<file path="src/rtl/cache_ctrl_assoc_pkg.sv">
// Shared definitions for the set-associative cache controller.
// Holds FSM state encodings, array write-data source encodings and width helpers.
// Pure declarations; no logic, no latency, no backpressure.
package cache_ctrl_assoc_pkg;

   typedef enum logic [2:0] {
      IDLE      = 3'd0,
      HIT_DONE  = 3'd1,
      EVICT     = 3'd2,
      FILL      = 3'd3,
      MERGE     = 3'd4,
      MISS_DONE = 3'd5,
      ERR       = 3'd6
   } state_e;

   // Array write data source
   localparam logic DSRC_REQ = 1'b0;
   localparam logic DSRC_MEM = 1'b1;

   // Ceiling log2 for elaboration-time widths
   function automatic int clog2(input int n);
      int r;
      r = 0;
      for (int i = 0; i < 31; i++) begin
         if ((1 << i) < n) r = i + 1;
      end
      return r;
   endfunction

   // Index width that never collapses to zero bits
   function automatic int width_of(input int n);
      return (clog2(n) < 1) ? 1 : clog2(n);
   endfunction

endpackage

</file>
<file path="src/rtl/cache_ctrl_assoc_victim_sel.sv">
// Victim way selection: lowest-index invalid way, otherwise the set's round-robin pointer.
// Selection is combinational; the pointer table updates one cycle after upd.
// No backpressure; upd is a single-cycle strobe qualified by the controller.
module cache_ctrl_assoc_victim_sel
   import cache_ctrl_assoc_pkg::*;
#(
   parameter  int NUM_WAYS = 2,
   parameter  int NUM_SETS = 256,
   localparam int IDX_W    = width_of(NUM_SETS),
   localparam int WAY_W    = width_of(NUM_WAYS)
)(
   input  logic                clk,
   input  logic                rst,
   input  logic [NUM_WAYS-1:0] way_valid,
   input  logic [IDX_W-1:0]    idx,
   input  logic                upd,
   output logic [NUM_WAYS-1:0] victim,
   output logic                from_ptr
);

   logic [WAY_W-1:0] ptr_q [NUM_SETS];
   logic [WAY_W-1:0] cur_ptr;
   logic [WAY_W-1:0] ptr_d;

   assign cur_ptr = ptr_q[idx];

   // Pick the lowest invalid way; fall back to the pointer when the set is full
   always_comb begin
      victim   = '0;
      from_ptr = 1'b1;
      for (int i = NUM_WAYS - 1; i >= 0; i--) begin
         if (!way_valid[i]) begin
            victim    = '0;
            victim[i] = 1'b1;
            from_ptr  = 1'b0;
         end
      end
      if (from_ptr) begin
         for (int i = 0; i < NUM_WAYS; i++) begin
            victim[i] = (cur_ptr == WAY_W'(i));
         end
      end
   end

   // Next pointer value wraps at NUM_WAYS (also covers the single-way case)
   always_comb begin
      if (cur_ptr == WAY_W'(NUM_WAYS - 1)) ptr_d = '0;
      else                                 ptr_d = cur_ptr + WAY_W'(1);
   end

   // Round-robin pointer table, one entry per set
   always_ff @(posedge clk or posedge rst) begin
      if (rst) begin
         for (int s = 0; s < NUM_SETS; s++) ptr_q[s] <= '0;
      end else if (upd) begin
         ptr_q[idx] <= ptr_d;
      end
   end

endmodule

</file>
<file path="src/rtl/cache_ctrl_assoc.sv">
// N-way set-associative write-back/write-allocate cache controller (optional CACHE_CTRL_PERF_EN counters).
// Hit: done 1 cycle after request; miss: optional evict, pipelined fill, optional merge, then done.
// mem_stall freezes the evict/issue word counters; processor is held on stall until done.
module cache_ctrl_assoc
   import cache_ctrl_assoc_pkg::*;
#(
   parameter  int NUM_WAYS       = 2,
   parameter  int NUM_SETS       = 256,
   parameter  int WORDS_PER_LINE = 4,
   parameter  int MEM_LATENCY    = 2,
   localparam int IDX_W          = width_of(NUM_SETS),
   localparam int OFF_W          = width_of(WORDS_PER_LINE)
)(
   input  logic                clk,
   input  logic                rst,
   input  logic                req_rd,
   input  logic                req_wr,
   input  logic [IDX_W-1:0]    req_index,
   input  logic [OFF_W-1:0]    req_offset,
   input  logic [NUM_WAYS-1:0] way_hit,
   input  logic [NUM_WAYS-1:0] way_valid,
   input  logic [NUM_WAYS-1:0] way_dirty,
   input  logic                cache_err,
   input  logic                mem_err,
   input  logic                mem_stall,
   output logic [NUM_WAYS-1:0] way_sel,
   output logic                cache_comp,
   output logic                cache_write,
   output logic [OFF_W-1:0]    cache_word,
   output logic                data_src,
   output logic                mem_rd,
   output logic                mem_wr,
   output logic [OFF_W-1:0]    mem_word,
   output logic                mem_victim_tag,
   output logic                done,
   output logic                hit,
   output logic                stall,
   output logic                err
`ifdef CACHE_CTRL_PERF_EN
  ,output logic [31:0]         perf_hits,
   output logic [31:0]         perf_misses,
   output logic [31:0]         perf_wbacks
`endif
);

   localparam int              CNT_W = OFF_W + 1;
   localparam logic [CNT_W-1:0] LAST = CNT_W'(WORDS_PER_LINE - 1);
   localparam logic [CNT_W-1:0] FULL = CNT_W'(WORDS_PER_LINE);

   state_e                              state_q, state_d;
   logic [CNT_W-1:0]                    cnt_q, cnt_d;          // evict word / fill issue counter
   logic [CNT_W-1:0]                    ret_cnt_q, ret_cnt_d;  // fill returns written
   logic [NUM_WAYS-1:0]                 victim_q, victim_d;
   logic                                vic_ptr_q, vic_ptr_d;  // victim came from the pointer
   logic [MEM_LATENCY-1:0]              pipe_vld_q, pipe_vld_d;
   logic [MEM_LATENCY-1:0][OFF_W-1:0]   pipe_off_q, pipe_off_d;

   logic                req;
   logic [NUM_WAYS-1:0] hit_vec;
   logic [NUM_WAYS-1:0] hit_onehot;
   logic                any_hit;
   logic                err_in;
   logic                issue;
   logic                ret_vld;
   logic [OFF_W-1:0]    ret_off;
   logic [NUM_WAYS-1:0] vs_victim;
   logic                vs_from_ptr;
   logic                ptr_upd;

   assign req        = req_rd | req_wr;
   assign hit_vec    = way_hit & way_valid;
   assign hit_onehot = hit_vec & (~hit_vec + NUM_WAYS'(1));
   assign any_hit    = |hit_vec;
   assign err_in     = (cache_err | mem_err) & ~((state_q == IDLE) & ~req);
   assign issue      = (state_q == FILL) & (cnt_q != FULL) & ~mem_stall;
   assign ret_vld    = (state_q == FILL) & pipe_vld_q[MEM_LATENCY-1];
   assign ret_off    = pipe_off_q[MEM_LATENCY-1];

   cache_ctrl_assoc_victim_sel #(
      .NUM_WAYS (NUM_WAYS),
      .NUM_SETS (NUM_SETS)
   ) u_victim_sel (
      .clk       (clk),
      .rst       (rst),
      .way_valid (way_valid),
      .idx       (req_index),
      .upd       (ptr_upd),
      .victim    (vs_victim),
      .from_ptr  (vs_from_ptr)
   );

   // Next-state, counters and the read-return tracking pipe
   always_comb begin
      state_d    = state_q;
      cnt_d      = cnt_q;
      ret_cnt_d  = ret_cnt_q;
      victim_d   = victim_q;
      vic_ptr_d  = vic_ptr_q;
      ptr_upd    = 1'b0;
      pipe_vld_d = '0;
      pipe_off_d = '0;
      for (int i = MEM_LATENCY - 1; i > 0; i--) begin
         pipe_vld_d[i] = pipe_vld_q[i-1];
         pipe_off_d[i] = pipe_off_q[i-1];
      end
      pipe_vld_d[0] = issue;
      pipe_off_d[0] = cnt_q[OFF_W-1:0];

      case (state_q)
         IDLE: begin
            if (req) begin
               if (any_hit) begin
                  state_d = HIT_DONE;
               end else begin
                  victim_d  = vs_victim;
                  vic_ptr_d = vs_from_ptr;
                  cnt_d     = '0;
                  ret_cnt_d = '0;
                  state_d   = (|(vs_victim & way_valid & way_dirty)) ? EVICT : FILL;
               end
            end
         end
         EVICT: begin
            if (!mem_stall) begin
               if (cnt_q == LAST) begin
                  cnt_d   = '0;
                  state_d = FILL;
               end else begin
                  cnt_d = cnt_q + CNT_W'(1);
               end
            end
         end
         FILL: begin
            if (issue) cnt_d = cnt_q + CNT_W'(1);
            if (ret_vld) begin
               if (ret_cnt_q == LAST) begin
                  state_d   = req_wr ? MERGE : MISS_DONE;
                  ptr_upd   = vic_ptr_q;
                  cnt_d     = '0;
                  ret_cnt_d = '0;
               end else begin
                  ret_cnt_d = ret_cnt_q + CNT_W'(1);
               end
            end
         end
         MERGE:   state_d = MISS_DONE;
         default: state_d = IDLE;   // HIT_DONE, MISS_DONE, ERR
      endcase

      // Errors abandon the transaction: no pointer update, in-flight reads dropped
      if (err_in) begin
         state_d    = ERR;
         ptr_upd    = 1'b0;
         cnt_d      = '0;
         ret_cnt_d  = '0;
         pipe_vld_d = '0;
      end
   end

   // Array and memory control decoded from state; forced low while reset is held
   always_comb begin
      way_sel        = '0;
      cache_comp     = 1'b0;
      cache_write    = 1'b0;
      cache_word     = '0;
      data_src       = DSRC_REQ;
      mem_rd         = 1'b0;
      mem_wr         = 1'b0;
      mem_word       = '0;
      mem_victim_tag = 1'b0;
      done           = 1'b0;
      hit            = 1'b0;
      err            = 1'b0;
      stall          = 1'b0;
      if (!rst) begin
         case (state_q)
            IDLE: begin
               cache_comp  = 1'b1;
               cache_word  = req_offset;
               way_sel     = hit_onehot;
               cache_write = req & any_hit & req_wr;
            end
            HIT_DONE: begin
               done = 1'b1;
               hit  = 1'b1;
            end
            EVICT: begin
               way_sel        = victim_q;
               mem_wr         = 1'b1;
               mem_victim_tag = 1'b1;
               mem_word       = cnt_q[OFF_W-1:0];
               cache_word     = cnt_q[OFF_W-1:0];
            end
            FILL: begin
               way_sel  = victim_q;
               mem_rd   = (cnt_q != FULL);
               mem_word = cnt_q[OFF_W-1:0];
               if (ret_vld) begin
                  cache_write = 1'b1;
                  data_src    = DSRC_MEM;
                  cache_word  = ret_off;
               end
            end
            MERGE: begin
               way_sel     = victim_q;
               cache_comp  = 1'b1;
               cache_write = 1'b1;
               data_src    = DSRC_REQ;
               cache_word  = req_offset;
            end
            MISS_DONE: done = 1'b1;
            ERR: begin
               done = 1'b1;
               err  = 1'b1;
            end
            default: ;
         endcase
         stall = (state_q != IDLE) & ~done;
      end
   end

   // Controller state registers
   always_ff @(posedge clk or posedge rst) begin
      if (rst) begin
         state_q    <= IDLE;
         cnt_q      <= '0;
         ret_cnt_q  <= '0;
         victim_q   <= '0;
         vic_ptr_q  <= 1'b0;
         pipe_vld_q <= '0;
         pipe_off_q <= '0;
      end else begin
         state_q    <= state_d;
         cnt_q      <= cnt_d;
         ret_cnt_q  <= ret_cnt_d;
         victim_q   <= victim_d;
         vic_ptr_q  <= vic_ptr_d;
         pipe_vld_q <= pipe_vld_d;
         pipe_off_q <= pipe_off_d;
      end
   end

`ifdef CACHE_CTRL_PERF_EN
   logic        evict_exit;
   logic [31:0] perf_hits_q, perf_hits_d;
   logic [31:0] perf_misses_q, perf_misses_d;
   logic [31:0] perf_wbacks_q, perf_wbacks_d;

   assign evict_exit = (state_q == EVICT) & ~mem_stall & (cnt_q == LAST) & ~err_in;

   // Saturating event counters
   always_comb begin
      perf_hits_d   = perf_hits_q;
      perf_misses_d = perf_misses_q;
      perf_wbacks_d = perf_wbacks_q;
      if ((state_q == HIT_DONE) && (perf_hits_q != '1))    perf_hits_d   = perf_hits_q + 32'd1;
      if ((state_q == MISS_DONE) && (perf_misses_q != '1)) perf_misses_d = perf_misses_q + 32'd1;
      if (evict_exit && (perf_wbacks_q != '1))             perf_wbacks_d = perf_wbacks_q + 32'd1;
   end

   // Counter registers
   always_ff @(posedge clk or posedge rst) begin
      if (rst) begin
         perf_hits_q   <= '0;
         perf_misses_q <= '0;
         perf_wbacks_q <= '0;
      end else begin
         perf_hits_q   <= perf_hits_d;
         perf_misses_q <= perf_misses_d;
         perf_wbacks_q <= perf_wbacks_d;
      end
   end

   assign perf_hits   = perf_hits_q;
   assign perf_misses = perf_misses_q;
   assign perf_wbacks = perf_wbacks_q;
`endif

endmodule

</file>
<file path="config.mk">
export PLATFORM = sky130hd
export DESIGN_NAME = cache_ctrl_assoc
export DESIGN_NICKNAME = d
export VERILOG_FILES = /design/src/rtl/cache_ctrl_assoc_pkg.sv /design/src/rtl/cache_ctrl_assoc_victim_sel.sv /design/src/rtl/cache_ctrl_assoc.sv
export SDC_FILE = /design/constraint.sdc
export NUM_CORES = 1
export LEC_CHECK = 0
export BUFFER_PORTS_ARGS = -buffer_cell sky130_fd_sc_hd__buf_4
export CAP_MARGIN = 30
export CORE_MARGIN = 2
export CORE_UTILIZATION = 50
export DETAILED_ROUTE_END_ITERATION = 10
export PLACE_DENSITY = 0.66
export SYNTH_ARGS = -nofsm -noshare
export SYNTH_HDL_FRONTEND = slang
export SYNTH_SLANG_ARGS = --single-unit
export TNS_END_PERCENT = 10
</file>
<file path="constraint.sdc">
create_clock -name clk -period 14.2 [get_ports clk]
set_input_delay 2.84 -clock clk [delete_from_list [all_inputs] [get_ports clk]]
set_output_delay 2.84 -clock clk [all_outputs]
set_load 0.02 [all_outputs]
</file>
# Yosys cells after proc, flatten, opt, wreduce, memory -nomap -nowiden
# Cells that the tools add are included.
dict set report word_totals {
  ff_bits 274
  output_inout_bits 16
}
dict set report classes {
  addsub 4
  magnitude_cmp 2
  n_eq_ne 15
  mux 66
  bitwise 22
  n_reduce_logical 15
}
# op n
set op_table {}
lappend op_table {{bitwise mux 256 bit} 1}
lappend op_table {{2-to-1 mux 3 bit} 17}
lappend op_table {{2-to-1 mux 1 bit} 30}
lappend op_table {{2-to-1 mux 2 bit} 10}
lappend op_table {{!= test 3 bit, second input constant} 6}
lappend op_table {{equality test 3 x 2 -> 1 bit, second input constant} 4}
lappend op_table {{one-hot mux 3 bit (4 select lines)} 1}
lappend op_table {{equality test 3 bit, second input constant} 3}
lappend op_table {{>= comparator 9 bit, second input constant} 1}
lappend op_table {{< comparator 9 x 1 -> 1 bit, second input constant} 1}
lappend op_table {{inverter 8 -> 9 bit} 1}
lappend op_table {{one-hot mux 3 bit (3 select lines)} 1}
lappend op_table {{bitwise AND 1 bit} 8}
lappend op_table {{bitwise AND 2 bit} 4}
lappend op_table {{binary-select mux 1 bit (select 8 bit)} 1}
lappend op_table {{demux 1 bit (select 8 bit)} 1}
lappend op_table {{AND reduction 4 bit} 2}
lappend op_table {{OR reduction 2 bit} 4}
lappend op_table {{adder 3 x 1 -> 3 bit, second input constant} 2}
lappend op_table {{inverter 1 bit} 6}
lappend op_table {{one-hot mux 2 bit (3 select lines)} 1}
lappend op_table {{one-hot mux 3 bit (2 select lines)} 1}
lappend op_table {{nonzero test 3 bit} 2}
lappend op_table {{OR reduction 3 bit} 2}
lappend op_table {{other kinds (13)} 14}

# Depth between registers and ports, before layout
# Gate-level depths: netlist of run 1.
dict set report depth {
  depth_word 14
  ltp_mapped 13
  ltp_nobuf 8
}

# By module
# From an unflattened synthesis of run 1, not the netlist that was laid out.
dict set report hier_totals {
  cells_unflattened 1288
  area_unflattened_um2 13962.1
}
# mod instances cells_each area_per_inst_um2 seq_area_each_um2
set by_module_without_submodules {}
lappend by_module_without_submodules {cache_ctrl_assoc_victim_sel 1 1140 12712.2 6406.1}
lappend by_module_without_submodules {cache_ctrl_assoc 1 148 1249.9 450.4}

# Worst setup path after synthesis of run 1
# OpenSTA, ideal clock, no wires.
dict set report synth_path {
  path_kind {input port to output port}
  from {in rst}
  to {out mem_wr}
  arrival_time_ns 3.840
  path_slack_ns 7.520
  stages 3
  path_buffers 2
  path_cell_list {clkbuf_1 > nor3_1 > buf_4}
}
dict set report synth_via {
  elab_chain_len 1
}
# element line_no
set synth_lines {}
lappend synth_lines {{start: declaration} cache_ctrl_assoc.sv:15} ;# input logic rst,
lappend synth_lines {{2-to-1 mux 1 bit} --}
lappend synth_lines {{end: declaration} cache_ctrl_assoc.sv:32} ;# output logic mem_wr,
# No other way between the ends.

# Worst setup path in the final report of run 1
dict set report layout_path {
  from {in way_valid[0]}
  to {out cache_write}
}
dict set report layout_via {
  elab_chain_len 6
}
# element line_no
set layout_lines {}
lappend layout_lines {{start: declaration} cache_ctrl_assoc.sv:21} ;# input logic [NUM_WAYS-1:0] way_valid,
lappend layout_lines {{bitwise AND 2 bit} cache_ctrl_assoc.sv:71} ;# assign hit_vec = way_hit & way_valid;
lappend layout_lines {{OR reduction 2 bit} cache_ctrl_assoc.sv:73} ;# assign any_hit = |hit_vec;
lappend layout_lines {{bitwise AND 1 bit (2 in series)} cache_ctrl_assoc.sv:181} ;# cache_write = req & any_hit & req_wr;
lappend layout_lines {{one-hot mux 1 bit (3 select lines)} cache_ctrl_assoc.sv:176} ;# case (state_q)
lappend layout_lines {{2-to-1 mux 1 bit} cache_ctrl_assoc.sv:175} ;# if (!rst) begin
lappend layout_lines {{end: declaration} cache_ctrl_assoc.sv:28} ;# output logic cache_write,
# No other way between the ends.

==> flow_metrics.tcl, run 1 <==
set metrics [dict create \
    status "finished, final reports clean" \
    yosysMostFrequentCell "dfrtp_1" \
    hold_slack_ns 0.353 \
    synth_top_area_share_pct 47.7 \
    dieWidth_um 174 \
    layout-drive-gt1-share_pct 23.2 \
    drtIter0Drc 957 \
    r2r-end "u_victim_sel.ptr_q[56]$_DFFE_PP0P_" \
    port-buffer-count 38 \
    overflow 0 \
    path_delay_family "simple AND/OR/NAND/NOR gates" \
    finalCriticalPeriod_ns 6.52 \
    num-fill-cells 2471 \
    skew_ns 0.0104 \
    path_clk_slew_ns 0.06 \
    cellPowerDensity_mw_per_mm2 110 \
    ys_async_sr_fraction_pct 100 \
    synthTopCellsByArea "dfrtp_1, mux4_2, o31ai_2, o21ai_0, o31ai_1" \
    timing.final.crit_share_pct 45.9 \
    report.final.slew_viol_count 0 \
    worstSetupPathType "in2out" \
    regToRegStartpoint "state_q[0]$_DFFE_PP0P_" \
    wl_um 35100 \
    rows 62 \
    grt_max_degree 131 \
    grt_first_pass_wirelength_um 57200 \
    synth-main-ff-cell "dfrtp_1" \
    pin_count 39 \
    nNetsFinal 1268 \
    syn2layout_area_growth_pct 9.16 \
    dieArea_mm2 0.0301 \
    wl_per_cell_um 21.3 \
    synth_area_per_cell_um2 11.2 \
    final-seq-area_mm2 0.00686 \
    worst-slew-pin-transition_ns 1.06 \
    cp_slowest_cell "a21oi_1" \
    ys_warn_count 0 \
    reg2reg_slack_ns 10.62 \
    first_global_vias 10084 \
    path_cells "buf_4 > nand2_1 > nand2_1 > a21oi_1 > nor2_1 > nor2_1 > nor2_1 > buf_4" \
    critPathMaxFanout 4 \
    cts-root-buf "clkbuf_16" \
    seq_area_frac_synth_pct 47.7 \
    ys_top_cells_by_count "dfrtp_1, o21ai_0, o31ai_2" \
    synth_cell_type_count 55 \
    critical_path_depth 8 \
    syn_nets 1314 \
    ctsHoldBuffers 0 \
    critPathBufInv 2 \
    start_util_pct 50.4 \
    path_common_cell "nor2_1" \
    p_total_mw 1.72 \
    tns_ns 0 \
    vias 10413 \
    vdd_drop_max_mv 0.0908 \
    cellLeakagePower_nw 6.57 \
    r2r_cells 9 \
    clock_path_buffers 3 \
    cp-endpoint "cache_write" \
    drtPass1Iterations 5 \
    drc 0 \
    clock-sinks 274 \
    rsz0062_at_grt "false" \
    cts_tree "built" \
    avgViaCountPerCell 6.33 \
    antenna_left 0 \
    hold_viol 0 \
    max_freq_mhz 153 \
    post_cts_buffers 0 \
    finalSetupViolCount 0 \
    ys_ff_latch 274 \
    clock_latency_ns 0.56 \
    slowest_delay_ns 0.16 \
    cp-start-kind "input pin" \
    yosys.area.top_type "dfrtp_1" \
    cp.required_ns 11.36 \
    cts_buffers 30 \
    die_h_um 174 \
    endpoint_kind "output pin" \
    synth_edf_count 0 \
    core_area_mm2 0.0285 \
    antenna_found_initial 0 \
    antenna_cells 0 \
    post_cts_resized 0 \
    grt.total_usage_pct 23.6 \
    relSlewSlack_pct 28.4 \
    critical_path.startpoint "way_valid[0]" \
    post-dp-hpwl_um 20800 \
    syn-cell-area_mm2 0.0144 \
    cts.htree.levels 1 \
    cp.arrival_ns 3.68 \
    min_path_type "reg2reg" \
    synth_cells 1286 \
    gp_congestion 0.795 \
    multi_input_area_mm2 0.00669 \
    max_cap_violations 0 \
]
-- worst register-to-register path, cell delays in order, from the launching register on --
cell and delay [ns]:
dfrtp_1 0.58, nor2_1 0.43, nand2_1 0.21, o21ai_1 0.31, nand3_1 0.29, nor3b_1 0.46
nand2_1 0.42, buf_4 0.38, o21ai_0 0.29, o31ai_2 0.10
-- registers in the layout, indices dropped and copies added (netlist names) --
| register | count |
|---|---|
| u_victim_sel.ptr_q | 256 |
| victim_q | 2 |
| ret_cnt_q | 3 |
| pipe_off_d | 2 |
| cnt_q | 3 |
| state_q | 3 |
| pipe_vld_q | 2 |
| vic_ptr_q | 1 |
| ret_off | 2 |
-- layer usage --
metal  share of wire (%)  wire [µm]  GRT usage (%)  up-vias
met4                 2.6        910           6.58        0
met5                   0          0              0        -
met1                  46      16000           34.4     5233
met3                 4.7       1650           2.85       60
met2                  47      16600           37.7      268
li1                    -          -              -     4852
-- worst min-delay path by stage --
stage | startpoint | to | slack, ns | depth (start not counted)
2_1_floorplan | pipe_off_d[2]$_DFF_PP0_ | ret_off[0]$_DFF_PP0_ | 0.33 | 0
6_report | pipe_off_d[2]$_DFF_PP0_ | ret_off[0]$_DFF_PP0_ | 0.35 | 0
3_3_place_gp | pipe_off_d[2]$_DFF_PP0_ | ret_off[0]$_DFF_PP0_ | 0.33 | 0
5_1_grt | pipe_off_d[3]$_DFF_PP0_ | ret_off[1]$_DFF_PP0_ | 0.37 | 0
4_1_cts | pipe_off_d[2]$_DFF_PP0_ | ret_off[0]$_DFF_PP0_ | 0.35 | 0
3_5_place_dp | pipe_off_d[3]$_DFF_PP0_ | ret_off[1]$_DFF_PP0_ | 0.34 | 0
-- power by group --
group	switching [mW]	internal, mW	total [mW]
sequential	0.00282	0.783	0.786
clock	0.325	0.495	0.820
combinational	0.0870	0.0301	0.117
total	0.415	1.31	1.72
-- logic make-up after synthesis --
logic type	Yosys count	share of synthesized area, %
buffers and inverters	156	5.93
XOR/XNOR	1	0.0609
AND/OR/NAND/NOR	175	5.93
multiplexers	94	11.6
adder cells (fa/ha/maj)	5	0.435
AO/OA/AOI/OAI	581	28.4
flip-flops	274	47.7
-- final cells by class --
class | instances | share of cell area (%)
clock buffer | 38 | 5.43
clock inverter | 16 | 1.23
inverter | 11 | 0.311
multi-input combinational | 856 | 42.6
sequential | 274 | 43.7
tap | 384 | 3.06
timing repair buffer | 67 | 3.68
-- stage by stage --
step                      instances  utilization (%)  worst slack, ns  instance area, µm²
after detailed placement       1591             51.2             7.09               14600
after global placement         1586             50.9             6.84               14500
final                          1646             55.0             7.68               15700
after global routing           1646             55.0             7.34               15700
after CTS                      1645             54.9             7.67               15700
after floorplan                1286                -             3.62               14400
-- cell usage in the layout, fill, tap and decap left out, types with 10 or more instances in the layout --
master | synthesis | layout
o31ai_2 | 98 | 98
buf_4 | 11 | 61
a31oi_1 | 66 | 66
clkbuf_16 | 0 | 31
nor2b_1 | 15 | 15
nand2_1 | 53 | 53
dfrtp_1 | 274 | 274
mux4_2 | 58 | 58
nand3_1 | 13 | 13
nor3_1 | 17 | 16
mux2i_1 | 31 | 31
a22oi_1 | 14 | 14
o21ai_0 | 201 | 201
o31ai_1 | 94 | 94
nor2_1 | 41 | 40
inv_1 | 11 | 10
a21oi_1 | 80 | 80
Note: power is estimated with default switching activity, not from simulation.
==> inputs of run 2 (changes only) <==
clock period = 6.7 ns   (was 14.2 ns; I/O delays follow)
==> run 2 against run 1 <==
Against the previous run: design area is 0.54% lower; die area stayed put; total power is 100% higher; global-route usage is 0.51 points lower; clock skew is 0.0016 ns higher; sequential power is 110% higher; register-to-register slack worse by 7.6 ns; worst hold slack worse by 0.0060 ns; final cell count is 0.24% lower; critical path type is now in2reg; largest cell class unchanged; largest power group is now sequential cells.
==> flow_metrics.tcl, run 2 (synthesis results as in run 1) <==
set metrics [dict create \
    port-buffer-count 38 \
    cellPowerDensity_mw_per_mm2 225 \
    hold_viol 0 \
    vias 10229 \
    vdd_drop_max_mv 0.219 \
    finalSetupViolCount 0 \
    hold_path_depth 0 \
    regToRegStartpoint "state_q[0]$_DFFE_PP0P_" \
    rsz0062_at_grt "false" \
    antenna_cells 0 \
    ctsHoldBuffers 0 \
    clock_path_buffers 3 \
    status "finished, final reports clean" \
    clock-sinks 274 \
    dieArea_mm2 0.0301 \
    cp-start-kind "input pin" \
    wl_per_cell_um 21.1 \
    nNetsFinal 1268 \
    timing.final.crit_share_pct 66.2 \
    dieWidth_um 174 \
    pin_count 39 \
    worstSetupPathType "in2reg" \
    most-common-layout-cells "dfrtp_1, o21ai_0, o31ai_2" \
    post-dp-hpwl_um 20900 \
    antenna_found_initial 0 \
    post_cts_resized 0 \
    cts-root-buf "clkbuf_16" \
    dp.cells 1592 \
    grt_max_degree 172 \
    avgViaCountPerCell 6.23 \
    min_from "pipe_off_d[3]$_DFF_PP0_" \
    largest_reg_flops 256 \
    syn2layout_area_growth_pct 8.57 \
    clock_latency_ns 0.56 \
    endpoint_kind "register" \
    cts_buffers 29 \
    core_area_mm2 0.0285 \
    start_util_pct 50.4 \
    first_global_vias 9895 \
    wl_um 34600 \
    cp_slowest_cell "mux4_2" \
    cellLeakagePower_nw 6.51 \
    skew_ns 0.0121 \
    finalCriticalPeriod_ns 4.44 \
    cts_tree "built" \
    r2r_cells 9 \
    grt.total_usage_pct 23.1 \
    gp_congestion 0.782 \
    p_total_mw 3.51 \
    grt_first_pass_wirelength_um 56200 \
    path_cells "buf_4 > buf_4 > mux4_2 > mux4_2 > nand2_1 > and3_1 > o21ai_1 > and3_4 > buf_12 > o311a_1 > a21o_1" \
    slowest_delay_ns 0.61 \
    whs_endpoint "ret_off[1]$_DFF_PP0_" \
    regMostFlops "u_victim_sel.ptr_q" \
    drtPass1Iterations 5 \
    overflow 0 \
    report.final.slew_viol_count 0 \
    final_common_cell "dfrtp_1" \
    setup_ws_ns 2.26 \
    layout-drive-gt1-share_pct 22.6 \
    cts.htree.levels 1 \
    critPathMaxFanout 48 \
    dp_slack_ns 1.59 \
    cp.arrival_ns 4.88 \
    relSlewSlack_pct 27.9 \
    path_clk_slew_ns 0.06 \
    reg2reg_slack_ns 3.04 \
    cp.required_ns 7.14 \
    die_h_um 174 \
    finalNonFillerCells 1642 \
    antenna_left 0 \
    drtIter0Drc 935 \
    rows 62 \
    min_path_type "reg2reg" \
    num-fill-cells 2505 \
    r2r-end "u_victim_sel.ptr_q[185]$_DFFE_PP0P_" \
    worst-slew-pin-transition_ns 1.08 \
    max_freq_mhz 225 \
    drc 0 \
    max_cap_violations 0 \
    tns_ns 0 \
    post_cts_buffers 0 \
]
-- run 2: report_power, final --
group	switching, mW	leakage (nW)	total, mW	internal [mW]
Clock	0.653	0.460	1.60	0.942
Combinational	0.182	2.24	0.248	0.0661
Sequential	0.00648	3.82	1.67	1.66
Total	0.842	6.51	3.51	2.67
-- run 2: routing by layer --
metal  GRT usage, %  up-vias  share of wire, %
met3           2.89       49               4.8
li1               -     4835                 -
met5              0        -                 0
met2           36.6      230                47
met1           34.1     5115                47
met4           5.81        0               2.0
-- run 2: final cells by class --
type                       count  area, µm²  share of cell area, %
sequential                   274       6860                   43.9
clock buffer                  43        848                   5.43
clock inverter                 6       83.8                  0.537
tap                          384        480                   3.08
timing repair buffer          68        611                   3.91
inverter                      11       45.0                  0.288
multi-input combinational    856       6690                   42.9
-- run 2: worst max-delay path by stage --
stage          slack [ns]          from                                   to  depth (start not counted)
6_report             2.26  req_index[0]              victim_q[1]$_DFFE_PP0P_                         11
5_1_grt              2.07  req_index[0]              victim_q[1]$_DFFE_PP0P_                         11
4_1_cts              2.17  req_index[0]  u_victim_sel.ptr_q[218]$_DFFE_PP0P_                         10
3_5_place_dp         1.59  req_index[0]  u_victim_sel.ptr_q[109]$_DFFE_PP0P_                         10
3_3_place_gp         1.63  req_index[0]  u_victim_sel.ptr_q[139]$_DFFE_PP0P_                         10
2_1_floorplan        1.49           rst                 cnt_q[0]$_DFFE_PP0P_                          2
-- run 2: metrics by stage --
stage                     area [µm²]  util (%)  hold WS [ns]
after floorplan                14400         -         0.331
after global placement         14600      51.0         0.336
after detailed placement       14700      51.3         0.336
after CTS                      15600      54.6         0.350
after global routing           15600      54.7         0.356
final                          15600      54.7         0.347
-- run 2: worst max-delay path: cells and delay by family --
kind	cells	cell delay (ns)
buffers and inverters	3	1.25
AOI/OAI and AO/OA	3	0.55
and+or+nand+nor	3	0.59
muxes	2	1.09
==> inputs of run 3 (changes only) <==
clock period = 4.55 ns   (was 6.7 ns; I/O delays follow)
==> run 3 against run 2 <==
Against the previous run: core utilization increased by 0.21 points; total power grew 48%; worst hold slack better by 0.0032 ns; final cell count increased by 0.61%; global-route usage shrank 0.28 points; count of clock-buffer cells in the layout rose by 3; critical endpoint is now u_victim_sel.ptr_q[158]$_DFFE_PP0P_; combinational power increased by 47%; largest cell class unchanged; critical path type is now reg2reg.
==> flow_metrics.tcl, run 3 (synthesis results as in run 1) <==
set metrics [dict create \
    status "finished, final reports clean" \
    timing.final.crit_share_pct 77.8 \
    drtPass1Iterations 5 \
    relSlewSlack_pct 27.6 \
    avgViaCountPerCell 6.24 \
    post_cts_buffers 0 \
    dp.cells 1598 \
    finalCriticalPeriod_ns 3.54 \
    syn2layout_area_growth_pct 8.99 \
    vdd_drop_max_mv 0.290 \
    max_freq_mhz 282 \
    clock_latency_ns 0.56 \
    post_cts_resized 0 \
    vias 10310 \
    final_common_cell "dfrtp_1" \
    rows 62 \
    layout-drive-gt1-share_pct 23.1 \
    min_from "pipe_off_d[2]$_DFF_PP0_" \
    drtIter0Drc 1053 \
    clock-sinks 274 \
    regToRegStartpoint "state_q[0]$_DFFE_PP0P_" \
    port-buffer-count 38 \
    critical_path.startpoint "state_q[0]$_DFFE_PP0P_" \
    nNetsFinal 1275 \
    wl_um 34500 \
    path_clk_slew_ns 0.06 \
    grt_max_degree 176 \
    antenna_found_initial 0 \
    core_area_mm2 0.0285 \
    antenna_left 0 \
    worstSetupPathType "reg2reg" \
    max_cap_violations 0 \
    tns_ns 0 \
    finalSetupViolCount 0 \
    cp-start-kind "register" \
    critPathMaxFanout 18 \
    grt.total_usage_pct 22.8 \
    gp_congestion 0.799 \
    first_global_vias 9746 \
    worst-slew-pin-transition_ns 1.09 \
    cts.htree.levels 1 \
    rsz0062_at_grt "false" \
    pin_count 39 \
    hold_viol 0 \
    cp.arrival_ns 3.95 \
    clock_path_buffers 3 \
    endpoint_kind "register" \
    ctsHoldBuffers 0 \
    overflow 0 \
    cts-root-buf "clkbuf_16" \
    start_util_pct 50.4 \
    post-dp-hpwl_um 21000 \
    cellPowerDensity_mw_per_mm2 332 \
    most-common-layout-cells "dfrtp_1, o21ai_0, o31ai_2" \
    die_h_um 174 \
    dieWidth_um 174 \
    report.final.slew_viol_count 0 \
    cellLeakagePower_nw 6.55 \
    finalNonFillerCells 1652 \
    skew_ns 0.0106 \
    cp.required_ns 4.96 \
    largest_reg_flops 256 \
    grt_first_pass_wirelength_um 55600 \
    min_path_type "reg2reg" \
    dieArea_mm2 0.0301 \
    regMostFlops "u_victim_sel.ptr_q" \
    antenna_cells 0 \
    cts_buffers 30 \
    wl_per_cell_um 20.9 \
    drc 0 \
    cts_tree "built" \
]
run 3: cell types whose count changed in the layout (fill, tap and decap cells not counted), sizes merged:
cell	change
clkinv	+1
clkbuf	+4
buf	+5
clkinvlp	+1
bufinv	-1
run 3: critical path, cell delays in order, from the launching register on:
cell	delay, ns
dfrtp_1	0.57
nor2_1	0.42
nand2_1	0.21
o21ai_1	0.29
nand3_1	0.26
nor3_1	0.37
nand2_1	0.50
buf_4	0.40
o21ai_0	0.25
o31ai_2	0.11
run 3: power by group:
group          switching, mW  leakage (nW)  internal [mW]
Combinational          0.266          2.26         0.0979
Sequential           0.00955          3.82           2.44
Clock                  0.977         0.476           1.41
run 3: stage by stage:
stage	worst slack [ns]	util (%)	total power, mW	cell area (µm²)	hold slack [ns]
6_report	1.01	54.9	5.21	15700	0.350
2_1_floorplan	-0.156	-	2.79	14400	0.331
3_3_place_gp	0.490	51.5	2.86	14700	0.335
5_1_grt	0.670	54.9	5.39	15700	0.365
3_5_place_dp	0.429	51.5	2.87	14700	0.343
4_1_cts	1.03	54.9	5.26	15700	0.353
run 3: area by class of cell:
type | instances | area [µm²]
fillers | 2461 | 12900
flip-flops and latches | 274 | 6860
multi-input cells | 856 | 6690
clock buffers | 46 | 902
repair buffers | 74 | 636
well taps | 384 | 480
clock inverters | 7 | 66.3
inverters | 11 | 45.0
run 3: final timing paths:
check / end / slack [ns] / cells past startpoint
hold reg to reg: ret_off[0]$_DFF_PP0_ / 0.35 / 0
hold / removal: ret_off[0]$_DFF_PP0_ / 0.35 / 0
setup reg to reg: u_victim_sel.ptr_q[158]$_DFFE_PP0P_ / 1.01 / 9
max in group asynchronous: u_victim_sel.ptr_q[153]$_DFFE_PP0P_ / 3.03 / 3
min in group asynchronous: victim_q[0]$_DFFE_PP0P_ / 0.58 / 3
setup / recovery: u_victim_sel.ptr_q[158]$_DFFE_PP0P_ / 1.01 / 9
run 3: routing by layer:
layer	share of wire (%)	track usage (%)	up-vias
li1	-	-	4852
met1	47	34.0	5182
met2	47	36.7	229
met3	4.1	2.43	47
met4	1.6	4.80	0
met5	0	0	-
